`config.mk`:
```
export PLATFORM = sky130hd
export DESIGN_NAME = fx_block_accum_requant_flat
export DESIGN_NICKNAME = d
export VERILOG_FILES = /design/src/rtl/fx_block_accum_requant_if.sv /design/src/rtl/fx_block_accum_requant.sv /design/src/flat_wrapper.sv
export SDC_FILE = /design/constraint.sdc
export NUM_CORES = 1
export LEC_CHECK = 0
export BUFFER_PORTS_ARGS = -buffer_cell sky130_fd_sc_hd__buf_4
export CORE_AREA = 2 2 71 73
export CTS_BUF_LIST = sky130_fd_sc_hd__clkbuf_4
export DETAILED_ROUTE_END_ITERATION = 10
export DIE_AREA = 0 0 73 75
export PLACE_DENSITY_LB_ADDON = 0.12
export SLEW_MARGIN = 30
export SYNTH_ARGS = -nofsm -noshare
export SYNTH_HDL_FRONTEND = slang
export SYNTH_SLANG_ARGS = --single-unit
```
`constraint.sdc`:
```
create_clock -name clk -period 3.2 [get_ports clk]
set_input_delay 0.32 -clock clk [delete_from_list [all_inputs] [get_ports clk]]
set_output_delay 0.32 -clock clk [all_outputs]
set_load 0.02 [all_outputs]
```
`src/rtl/fx_block_accum_requant_if.sv`:
```
// Sample-in / block-result-out bundle for the block accumulate-and-requantize stage.
// The master drives samples and clear; the slave returns the requantized block result.
interface fx_block_accum_requant_if #(
  parameter int IN_W  = 13,
  parameter int OUT_W = 12
);
  logic                    i_valid;
  logic signed [IN_W-1:0]  i_data;
  logic                    i_clear;
  logic                    o_valid;
  logic signed [OUT_W-1:0] o_data;
  logic                    o_ovf;

  modport master (
    output i_valid, i_data, i_clear,
    input  o_valid, o_data, o_ovf
  );

  modport slave (
    input  i_valid, i_data, i_clear,
    output o_valid, o_data, o_ovf
  );
endinterface

```
`src/rtl/fx_block_accum_requant.sv`:
```
// Integrates fixed blocks of ACC_LEN signed samples, then rounds, shifts and saturates or wraps
// each block sum to OUT_W bits. Emits one single-cycle result strobe per completed block.
module fx_block_accum_requant #(
  parameter int IN_W     = 13,
  parameter int ACC_LEN  = 8,
  parameter int ACC_W    = IN_W + $clog2(ACC_LEN),
  parameter int SHIFT    = 3,
  parameter int OUT_W    = 12,
  parameter int ROUND_EN = 1,
  parameter int SAT_EN   = 1
) (
  input logic                     clk,
  input logic                     rst,
  fx_block_accum_requant_if.slave bus
);

  localparam int CNT_W = $clog2(ACC_LEN);

  localparam logic signed [ACC_W:0] RND   = (ROUND_EN != 0) ? ((ACC_W+1)'(1) <<< (SHIFT-1)) : '0;
  localparam logic signed [ACC_W:0] Q_MAX = (ACC_W+1)'((1 << (OUT_W-1)) - 1);
  localparam logic signed [ACC_W:0] Q_MIN = ~Q_MAX;

  // Returns {ovf, data}; on overflow the code either clamps or keeps the low OUT_W bits.
  function automatic logic [OUT_W:0] saturate(input logic signed [ACC_W:0] q);
    logic [OUT_W:0] res;
    if (q > Q_MAX) begin
      res = {1'b1, (SAT_EN != 0) ? Q_MAX[OUT_W-1:0] : q[OUT_W-1:0]};
    end else if (q < Q_MIN) begin
      res = {1'b1, (SAT_EN != 0) ? Q_MIN[OUT_W-1:0] : q[OUT_W-1:0]};
    end else begin
      res = {1'b0, q[OUT_W-1:0]};
    end
    return res;
  endfunction

  // One extra bit of headroom so the rounding offset can never wrap the sum.
  function automatic logic [OUT_W:0] requant(input logic signed [ACC_W-1:0] sum);
    logic signed [ACC_W:0] r;
    logic signed [ACC_W:0] q;
    r = $signed({sum[ACC_W-1], sum}) + RND;
    q = r >>> SHIFT;
    return saturate(q);
  endfunction

  logic signed [ACC_W-1:0] acc_p0;
  logic        [CNT_W-1:0] cnt_p0;
  logic signed [ACC_W-1:0] sum_p0;
  logic                    last_p0;
  logic signed [ACC_W-1:0] sum_p1;
  logic                    vld_p1;
  logic        [OUT_W:0]   res_p1;

  assign sum_p0  = acc_p0 + $signed({{(ACC_W-IN_W){bus.i_data[IN_W-1]}}, bus.i_data});
  assign last_p0 = (cnt_p0 == CNT_W'(ACC_LEN - 1));
  assign res_p1  = requant(sum_p1);

  // Stage p0 -> p1: accumulate; the completed block sum is handed to the requantizer.
  always_ff @(posedge clk) begin
    if (rst) begin
      acc_p0      <= '0;
      cnt_p0      <= '0;
      vld_p1      <= 1'b0;
      bus.o_valid <= 1'b0;
      bus.o_data  <= '0;
      bus.o_ovf   <= 1'b0;
    end else begin
      vld_p1      <= 1'b0;
      bus.o_valid <= vld_p1;
      if (vld_p1) begin
        {bus.o_ovf, bus.o_data} <= res_p1;
      end
      if (bus.i_clear) begin
        acc_p0 <= '0;
        cnt_p0 <= '0;
      end else if (bus.i_valid) begin
        if (last_p0) begin
          acc_p0 <= '0;
          cnt_p0 <= '0;
          vld_p1 <= 1'b1;
        end else begin
          acc_p0 <= sum_p0;
          cnt_p0 <= cnt_p0 + CNT_W'(1);
        end
      end
    end
  end

  // Stage p1 data: captured only when a block completes; qualified by vld_p1.
  always_ff @(posedge clk) begin
    if (bus.i_valid && !bus.i_clear && last_p0) begin
      sum_p1 <= sum_p0;
    end
  end

endmodule

```
`src/flat_wrapper.sv`:
```
// flat-port wrapper written by rule: the top's interface ports become plain ports
module fx_block_accum_requant_flat 
#(
  parameter int IN_W     = 13,
  parameter int ACC_LEN  = 8,
  parameter int ACC_W    = IN_W + $clog2(ACC_LEN),
  parameter int SHIFT    = 3,
  parameter int OUT_W    = 12,
  parameter int ROUND_EN = 1,
  parameter int SAT_EN   = 1
)
  (clk, rst, bus_i_valid, bus_i_data, bus_i_clear, bus_o_valid, bus_o_data, bus_o_ovf);
  fx_block_accum_requant_if #(.IN_W(IN_W), .OUT_W(OUT_W)) bus_i ();
  input logic clk;
  input logic rst;
  input wire logic [$bits(bus_i.i_valid)-1:0] bus_i_valid;
  input wire logic [$bits(bus_i.i_data)-1:0] bus_i_data;
  input wire logic [$bits(bus_i.i_clear)-1:0] bus_i_clear;
  output wire logic [$bits(bus_i.o_valid)-1:0] bus_o_valid;
  output wire logic [$bits(bus_i.o_data)-1:0] bus_o_data;
  output wire logic [$bits(bus_i.o_ovf)-1:0] bus_o_ovf;
  assign bus_i.i_valid = bus_i_valid;
  assign bus_i.i_data = bus_i_data;
  assign bus_i.i_clear = bus_i_clear;
  assign bus_o_valid = bus_i.o_valid;
  assign bus_o_data = bus_i.o_data;
  assign bus_o_ovf = bus_i.o_ovf;
  fx_block_accum_requant #(.IN_W(IN_W), .ACC_LEN(ACC_LEN), .ACC_W(ACC_W), .SHIFT(SHIFT), .OUT_W(OUT_W), .ROUND_EN(ROUND_EN), .SAT_EN(SAT_EN)) u_core (.clk(clk), .rst(rst), .bus(bus_i));
endmodule
```
==> results of run 1 <==
[registers in the layout, indices dropped and copies added, names as in the netlist]
| signal | flops |
|---|---|
| u_core.acc_p0 | 16 |
| u_core.sum_p1 | 14 |
| u_core.bus.o_data | 12 |
| u_core.cnt_p0 | 3 |
| u_core.bus.o_ovf | 1 |
| u_core.bus.o_valid | 1 |
| u_core.vld_p1 | 1 |
[report_power, final]
group,switching [uW],internal (uW),total (uW)
Sequential,5.85,640,646
Combinational,109,80.7,190
Clock,200,83.1,283
[per-layer routing]
metal	wire length [um]	track usage, %
met5	0	0
met3	211	2.81
met4	88	7.61
met2	2670	36.5
met1	2600	28.0
[layout make-up]
class / count / area share (%)
multi-input cells: 237 / 53.7
flip-flops and latches: 48 / 34.3
repair buffers: 32 / 7.49
well taps: 54 / 2.11
clock buffers: 5 / 1.17
clock inverters: 3 / 0.585
inverters: 5 / 0.585
[stage by stage]
stage,worst slack [ps],util [%],instances,hold slack [ps],power [uW]
after floorplan,1120,-,303,385,802
after global placement,875,67.6,376,447,842
after detailed placement,845,67.6,376,450,847
after CTS,984,68.8,384,252,1130
after global routing,834,68.8,384,252,1170
final,981,68.8,384,261,1120
[how the worst min path moves through the flow]
stage / from / endpoint / cells after the start
3_5_place_dp: u_core.bus.o_data[11]$_SDFFE_PP0P_ / u_core.bus.o_data[11]$_SDFFE_PP0P_ / 2
4_1_cts: rst / u_core.bus.o_data[3]$_SDFFE_PP0P_ / 2
6_report: rst / u_core.bus.o_data[4]$_SDFFE_PP0P_ / 2
2_1_floorplan: rst / u_core.bus.o_data[1]$_SDFFE_PP0P_ / 1
5_1_grt: rst / u_core.bus.o_data[4]$_SDFFE_PP0P_ / 2
3_3_place_gp: u_core.bus.o_data[11]$_SDFFE_PP0P_ / u_core.bus.o_data[11]$_SDFFE_PP0P_ / 2
[cell families after synthesis]
logic type | after synthesis
and+or+nand+nor | 116
AOI/OAI and AO/OA | 73
DFF | 48
xor gates and xnor gates | 24
adders and majority gates | 20
buffers and inverters | 18
muxes | 4
[placed cells by master, fill, tap and decap left out, types with 2 or more instances in the layout]
cell,Yosys,layout
o221a_2,2,2
nor2b_1,13,13
o21ai_0,2,2
ha_1,19,19
mux2i_1,4,4
xor2_1,7,7
nand4b_1,2,2
and4_2,2,2
buf_4,0,32
nor2_1,38,38
nand2_1,25,25
clkinvlp_4,0,2
dfxtp_1,34,34
a31o_2,2,2
nand3_1,12,12
edfxtp_1,14,14
and2b_2,2,2
clkbuf_4,0,5
a211oi_2,13,13
nor3b_1,3,3
a21oi_1,28,28
o211ai_1,2,2
a211oi_1,2,2
inv_1,5,5
xnor2_1,17,17
nand4_1,3,3
a21o_1,6,6
[critical path, cell delays in order (launching register included)]
cell and delay [ps]:
dfxtp_1 330, ha_1 220, fa_1 430, a21oi_1 190, o22ai_1 130, a221oi_2 370
or3_1 160, nand3_1 90, a31o_2 220
==> flow_summary.yaml, run 1 <==
critical_path:
  crit_type: "reg2reg"
  r2r_start: "u_core.acc_p0[0]$_SDFFE_PP0P_"
  cp.required_ps: 3470
  worst_setup_path_start_kind: "register"
  worstReg2RegEnd: "u_core.acc_p0[14]$_SDFFE_PP0P_"
  rr_worst_depth: 8
  endpoint: "u_core.acc_p0[14]$_SDFFE_PP0P_"
  path_max_fanout: 3
  critical_path_arrival_ps: 2490
  worst_setup_path_end_kind: "register"
  startpoint: "u_core.acc_p0[0]$_SDFFE_PP0P_"
  rrSetupSlack_ps: 980
timing:
  hold_viol: 0
  final_max_slew_viol_count: 0
  setup_viol: 0
  rsz0062_at_grt: "no"
  finalCritPeriodShare_pct: 69.3
  fin_skew_ps: 11.7
  tns_ps: 0
  finalCriticalPeriod_ps: 2220
  fmax_mhz: 451
  worstMarginPinSlew_ps: 753
  slew_headroom_pct: 49.6
hold_path:
  hold_class: "in2reg"
global_route:
  grt_usage_pct: 21.4
  grt_max_degree: 24
  grt_overflow: 0
  antenna_found_initial: 0
  grt_pass1_wl_mm: 9.11
  grt_pass1_vias: 1988
cts:
  cts_tree: "yes"
  cts_setup_buffers: 0
  insertion_delay_ps: 360
  cts_buffers: 5
  cts.sinks: 48
  h-tree-depth: 2
  hold_buffers: 0
  clk_pin_slew_ps: 150
  cts_buffer_depth: 2
  ctsResizeCount: 0
  root_buffer: "clkbuf_4"
finish:
  area_growth_pct: 9.30
  seq_area_sq_mm: 0.00110
  diodes: 0
  layout-drive-gt1-share_pct: 23.0
  num-nets-final: 366
  multi_input_area_sq_mm: 0.00172
  final_cell_area_sq_mm: 0.00321
  n_fill_cell: 396
power:
  powerDensity_mw_per_mm2: 349
  ir_drop_v: 0.000210
  p_leak_uw: 0.00127
routing:
  first_pass_iters: 4
  viasPerCell: 5.75
  wl_per_cell_um: 14.5
  vias: 2208
  ant_nets: 0
  remaining_drc_errors: 0
  drt_first_iter_violations: 49
  wl_mm: 5.56
logic_synthesis:
  synth_xor_xnor_area_share_pct: 7.16
  synth_area_leader_cell: "dfxtp_1"
  synth_flop_cell: "dfxtp_1"
  yosysTopAreaCellShare_pct: 23.2
  async_flop_share_pct: 0
  synth_area_sq_mm: 0.00293
  synth_adder_area_share_pct: 8.78
  syn_avg_cell_area_sq_um: 9.68
  synth.most_common_cell: "nor2_1"
  synth_mux_area_share_pct: 1.36
  yosysSeqAreaShare_pct: 37.5
  synthTopCellsByArea: "dfxtp_1, edfxtp_1, ha_1"
  syn_nets: 340
  synth_compound_area_share_pct: 20.7
  ys_seq_elements: 48
  synth-edff-count: 14
  synthCells: 303
  synth_common_cells: "nor2_1, dfxtp_1, a21oi_1, nand2_1, ha_1"
  yosys_warnings: 0
  synthSimpleGateAreaFrac_pct: 20.7
  synth.distinct_cells: 61
  synth_top_family_by_area: "simple AND/OR/NAND/NOR gates"
placement:
  port_buffers: 30
  dp_hpwl_mm: 4.20
  finalWeightedCongestion: 0.902
  post_dp_cell_area_sq_mm: 0.00315
die:
  dieArea_sq_mm: 0.00548
  initial_utilization_pct: 63.0
  die_y_um: 75
  rows: 25
  dieWidth_um: 73
  io_pins: 31
  core_area_sq_mm: 0.00466
outcome:
  status: "completed"
flow_run:
  cap_viol_max_count: 0
Power figures use the tool's default switching activity.
==> run 2, diff against run 1 <==
CORE_AREA = 2 2 73 75   (was 2 2 71 73)
DIE_AREA = 0 0 75 77   (was 0 0 73 75)
clock period = 2.1 ns   (was 3.2 ns; I/O delays follow)
==> run 2 against run 1 <==
  * The run now ends with setup timing left
  * Clock power increased by 140%
  * Maximum frequency grew 4.3%
  * Non-clock buffer count up 28
  * Sequential power grew 53%
  * Count of clock-buffer cells in the layout is 1 higher
  * Register-to-register slack worse by 1000 ps
  * Clock skew grew 0.69 ps
  * Critical path type unchanged
  * Largest power group unchanged
  * Highest routed layer unchanged
==> flow_summary.yaml, run 2 (synthesized netlist as in run 1, its figures left out) <==
routing:
  first_pass_iters: 4
  vias: 2383
  ant_nets: 0
  remaining_drc_errors: 0
  viasPerCell: 5.57
  drt_first_iter_violations: 56
  wl_per_cell_um: 15.0
  wl_mm: 6.40
cts:
  h-tree-depth: 2
  insertion_delay_ps: 360
  cts_tree: "yes"
  cts.sinks: 48
  cts_buffers: 5
  clk_pin_slew_ps: 140
  root_buffer: "clkbuf_4"
  cts_buffer_depth: 2
global_route:
  antenna_found_initial: 0
  grt_pass1_vias: 2340
  grt_overflow: 0
  grt_usage_pct: 23.1
  grt_max_degree: 24
  grt_pass1_wl_mm: 10.4
power:
  power_uw: 2050
  comb_power_share_pct: 18.4
  p_clk_share_pct: 33.3
  internal_power_uw: 1540
  ir_drop_v: 0.000416
  p_sw_uw: 501
  powerDensity_mw_per_mm2: 558
  swShare_pct: 24.5
  p_leak_uw: 0.00145
  seqPwrFrac_pct: 48.3
finish:
  final_cell_mix: "buf_4, nor2_1, dfxtp_1"
  area_growth_pct: 25.0
  reg.largest.list: "u_core.acc_p0: 16 flops, u_core.sum_p1: 14 flops, u_core.bus.o_data: 12 flops"
  layout-drive-gt1-share_pct: 35.5
  largest-register: "u_core.acc_p0"
  diodes: 0
  final_common_cell: "buf_4"
  num-nets-final: 394
  largest_reg_flops: 16
critical_path:
  startpoint: "u_core.acc_p0[0]$_SDFFE_PP0P_"
  crit_type: "reg2reg"
  critical_path_arrival_ps: 2390
  cp.required_ps: 2360
  r2r_start: "u_core.acc_p0[0]$_SDFFE_PP0P_"
  worst_setup_path_end_kind: "register"
  path_max_fanout: 3
  rr_worst_depth: 8
  worst_setup_path_start_kind: "register"
outcome:
  violations: "setup timing"
  status: "complete, but fails checks"
timing:
  finalCritPeriodShare_pct: 101
  fin_skew_ps: 12.3
  slew_headroom_pct: 65.6
  final_max_slew_viol_count: 0
  fmax_mhz: 470
  setup_viol: 1
  finalCriticalPeriod_ps: 2130
  rsz0062_at_grt: "yes"
  hold_viol: 0
  worst_slack_ps: -26.7
  hold_ws_ps: 158
  worstMarginPinSlew_ps: 513
hold_path:
  hold_class: "in2reg"
  min_path_cells: 2
  min_from: "rst"
die:
  io_pins: 31
  dieWidth_um: 75
  dieArea_sq_mm: 0.00578
  core_area_sq_mm: 0.00498
  initial_utilization_pct: 58.9
  die_y_um: 77
  rows: 26
flow_run:
  cap_viol_max_count: 0
placement:
  finalWeightedCongestion: 0.857
  port_buffers: 30
  dp_hpwl_mm: 4.49
-- run 2: changes by cell type in the layout (fill, tap and decap cells not counted), moves of 2 or more --
cell	before	now
buf_4	32	60
ha_1	19	10
ha_4	0	9
dfxtp_1	34	28
dfxtp_2	0	5
a211oi_2	13	11
a211oi_4	0	2
bufinv_16	0	2
clkinvlp_4	2	0
-- run 2: path summary, 6_finish.rpt --
check,end,slack (ps)
max,u_core.acc_p0[14]$_SDFFE_PP0P_,-30
min,u_core.bus.o_data[7]$_SDFFE_PP0P_,160
min reg2reg,u_core.bus.o_data[11]$_SDFFE_PP0P_,470
max reg2reg,u_core.acc_p0[14]$_SDFFE_PP0P_,-30
-- run 2: critical path, stage by stage (launching register included) --
cell      delay [ps]
dfxtp_2          360
ha_4             160
fa_2             420
a21oi_2          200
o22ai_2           90
a221oi_2         350
or3_1            170
nand3_2           80
a31o_2           210
-- run 2: power by group through the flow --
stage | Sequential, uW | Clock [uW] | Combinational (uW)
6_report | 988 | 680 | 377
3_5_place_dp | 1000 | 0 | 323
4_1_cts | 985 | 708 | 330
3_3_place_gp | 1000 | 0 | 316
5_1_grt | 990 | 736 | 412
2_1_floorplan | 1000 | 0 | 221
-- run 2: final cells by class --
class                      instances  area (sq um)
inverter                           5          18.8
sequential                        48          1110
tap                               70          87.6
fill                             401          1310
timing repair buffer              60           450
clock inverter                     2          60.1
clock buffer                       6          45.0
multi-input combinational        237          1890
-- run 2: timing repair --
item	CTS	global route
setup endpoints to repair	5	11
gates resized for setup	5	25
hold buffers	0	0
buffers inserted	0	4
pin swaps	2	15
-- run 2: per-layer routing --
| layer | wire [um] | global-route usage, % | up-vias |
|---|---|---|---|
| li1 | - | - | 1205 |
| met1 | 2690 | 28.3 | 1115 |
| met2 | 3300 | 40.0 | 57 |
| met3 | 335 | 4.20 | 6 |
| met4 | 81 | 7.32 | 0 |
| met5 | 0 | 0 | - |
-- run 2: through the flow --
| step | instance area (sq um) | setup TNS (ps) | utilization (%) | cells | worst slack [ps] |
|---|---|---|---|---|---|
| global placement | 3360 | -79.1 | 67.5 | 417 | -51.6 |
| finish | 3670 | -26.7 | 73.7 | 428 | -26.7 |
| global route | 3670 | -335 | 73.7 | 428 | -109 |
| detailed placement | 3360 | -343 | 67.5 | 417 | -103 |
| CTS | 3480 | -5.69 | 70.0 | 425 | -5.69 |
| floorplan | 2930 | 0 | - | 303 | 60.6 |
==> run 3, diff against run 2 <==
CORE_AREA = 2 2 71 73   (was 2 2 73 75)
DIE_AREA = 0 0 73 75   (was 0 0 75 77)
clock period = 2.7 ns   (was 2.1 ns; I/O delays follow)
==> run 3 against run 2 <==
  * The run now ends clean
  * Non-clock buffer count fell by 27
  * Wire length is 14% lower
  * Register-to-register slack improved by 490 ps
  * Global-route usage is 1.5 points lower
  * Worst hold slack gained 50 ps
  * Largest power group unchanged
  * Clock power fell by 51%
  * Highest routed layer unchanged
==> flow_summary.yaml, run 3 (synthesized netlist as in run 1, its figures left out) <==
outcome:
  status: "completed"
cts:
  ctsResizeCount: 0
  root_buffer: "clkbuf_4"
  hold_buffers: 0
  h-tree-depth: 2
  cts_buffer_depth: 2
  insertion_delay_ps: 370
  cts.sinks: 48
  cts_buffers: 5
  cts_setup_buffers: 0
  cts_tree: "yes"
  clk_pin_slew_ps: 150
finish:
  finalCoreUtilization_pct: 69.0
  stdcell_count: 385
  largest-register: "u_core.acc_p0"
  diodes: 0
  layout-drive-gt1-share_pct: 23.3
  final_common_cell: "nor2_1"
  final_cell_mix: "nor2_1, dfxtp_1, buf_4"
  reg.largest.list: "u_core.acc_p0: 16 flops, u_core.sum_p1: 14 flops, u_core.bus.o_data: 12 flops"
  num-nets-final: 367
  largest_reg_flops: 16
  area_growth_pct: 9.55
timing:
  hold_ws_ps: 208
  final_max_slew_viol_count: 0
  rsz0062_at_grt: "no"
  fin_skew_ps: 11.9
  finalCriticalPeriod_ps: 2240
  worstMarginPinSlew_ps: 756
  fmax_mhz: 447
  worst_slack_ps: 463
  slew_headroom_pct: 49.4
  finalCritPeriodShare_pct: 82.9
  tns_ps: 0
  setup_viol: 0
  hold_viol: 0
hold_path:
  hold_class: "in2reg"
  min_from: "rst"
  min_path_cells: 2
  min_to: "u_core.bus.o_data[3]$_SDFFE_PP0P_"
power:
  p_clk_share_pct: 25.3
  p_sw_uw: 371
  powerDensity_mw_per_mm2: 412
  seqPwrFrac_pct: 57.8
  internal_power_uw: 953
  comb_power_share_pct: 16.9
  ir_drop_v: 0.000227
  swShare_pct: 28.0
  p_leak_uw: 0.00128
critical_path:
  crit_type: "reg2reg"
  critical_path_arrival_ps: 2520
  cp.required_ps: 2980
  path_max_fanout: 3
  worst_setup_path_start_kind: "register"
  worst_setup_path_end_kind: "register"
  worstReg2RegEnd: "u_core.acc_p0[14]$_SDFFE_PP0P_"
  rr_worst_depth: 8
  rrSetupSlack_ps: 460
  r2r_start: "u_core.acc_p0[0]$_SDFFE_PP0P_"
global_route:
  grt_max_degree: 24
  antenna_found_initial: 0
  grt_pass1_vias: 2033
  grt_overflow: 0
  grt_usage_pct: 21.6
  grt_pass1_wl_mm: 9.10
placement:
  dp_hpwl_mm: 4.15
  pre_cts_ws_ps: 395
  finalWeightedCongestion: 0.903
  dp_cells: 377
  port_buffers: 30
routing:
  wl_mm: 5.53
  wl_per_cell_um: 14.4
  ant_nets: 0
  first_pass_iters: 4
  remaining_drc_errors: 0
  drt_first_iter_violations: 60
  viasPerCell: 5.85
  vias: 2252
die:
  io_pins: 31
  dieWidth_um: 73
  dieArea_sq_mm: 0.00548
  die_y_um: 75
  rows: 25
  core_area_sq_mm: 0.00466
  initial_utilization_pct: 63.0
flow_run:
  cap_viol_max_count: 0
==> run 3: worst max path at each step <==
stage                                        from                             end  slack, ps  depth (start not counted)
finish              u_core.acc_p0[0]$_SDFFE_PP0P_  u_core.acc_p0[14]$_SDFFE_PP0P_        460                          8
global route        u_core.acc_p0[0]$_SDFFE_PP0P_  u_core.acc_p0[14]$_SDFFE_PP0P_        350                          8
CTS                 u_core.acc_p0[0]$_SDFFE_PP0P_  u_core.acc_p0[14]$_SDFFE_PP0P_        480                          8
detailed placement                  bus_i_data[0]  u_core.acc_p0[14]$_SDFFE_PP0P_        390                          9
global placement                    bus_i_data[0]  u_core.acc_p0[14]$_SDFFE_PP0P_        420                          9
floorplan           u_core.acc_p0[0]$_SDFFE_PP0P_  u_core.acc_p0[14]$_SDFFE_PP0P_        660                          8
==> run 3: stage by stage <==
step / total power (uW) / instance area (sq um)
2_1_floorplan: 951 / 2930
3_3_place_gp: 998 / 3160
3_5_place_dp: 1000 / 3160
4_1_cts: 1340 / 3210
5_1_grt: 1400 / 3210
6_report: 1320 / 3210
==> run 3: metal layers <==
layer	part of all wire (%)	track usage, %	up-vias	wire [um]
li1	-	-	1156	-
met1	47	27.6	1047	2590
met2	49	36.8	44	2700
met3	3.3	4.42	5	184
met4	1.0	6.79	0	57
met5	0	0	-	0
==> run 3: area by class of cell <==
| cell class | instances | area (sq um) |
|---|---|---|
| timing repair buffer | 33 | 248 |
| clock buffer | 5 | 37.5 |
| clock inverter | 3 | 18.8 |
| multi-input combinational | 237 | 1720 |
| fill | 384 | 1450 |
| sequential | 48 | 1100 |
| tap | 54 | 67.6 |
| inverter | 5 | 18.8 |
==> run 3: critical path: stages (launching register included) <==
cell      delay (ps)
dfxtp_1          340
ha_1             220
fa_1             430
a21oi_1          200
o22ai_1          130
a221oi_2         380
or3_1            160
nand3_1           90
a31o_2           210
==> run 3: power by group through the flow <==
stage	logic (uW)	registers, uW	clock network (uW)
after global placement	217	781	0
after global routing	250	767	379
final	224	766	334
after CTS	223	766	353
after detailed placement	223	781	0
after floorplan	172	779	0
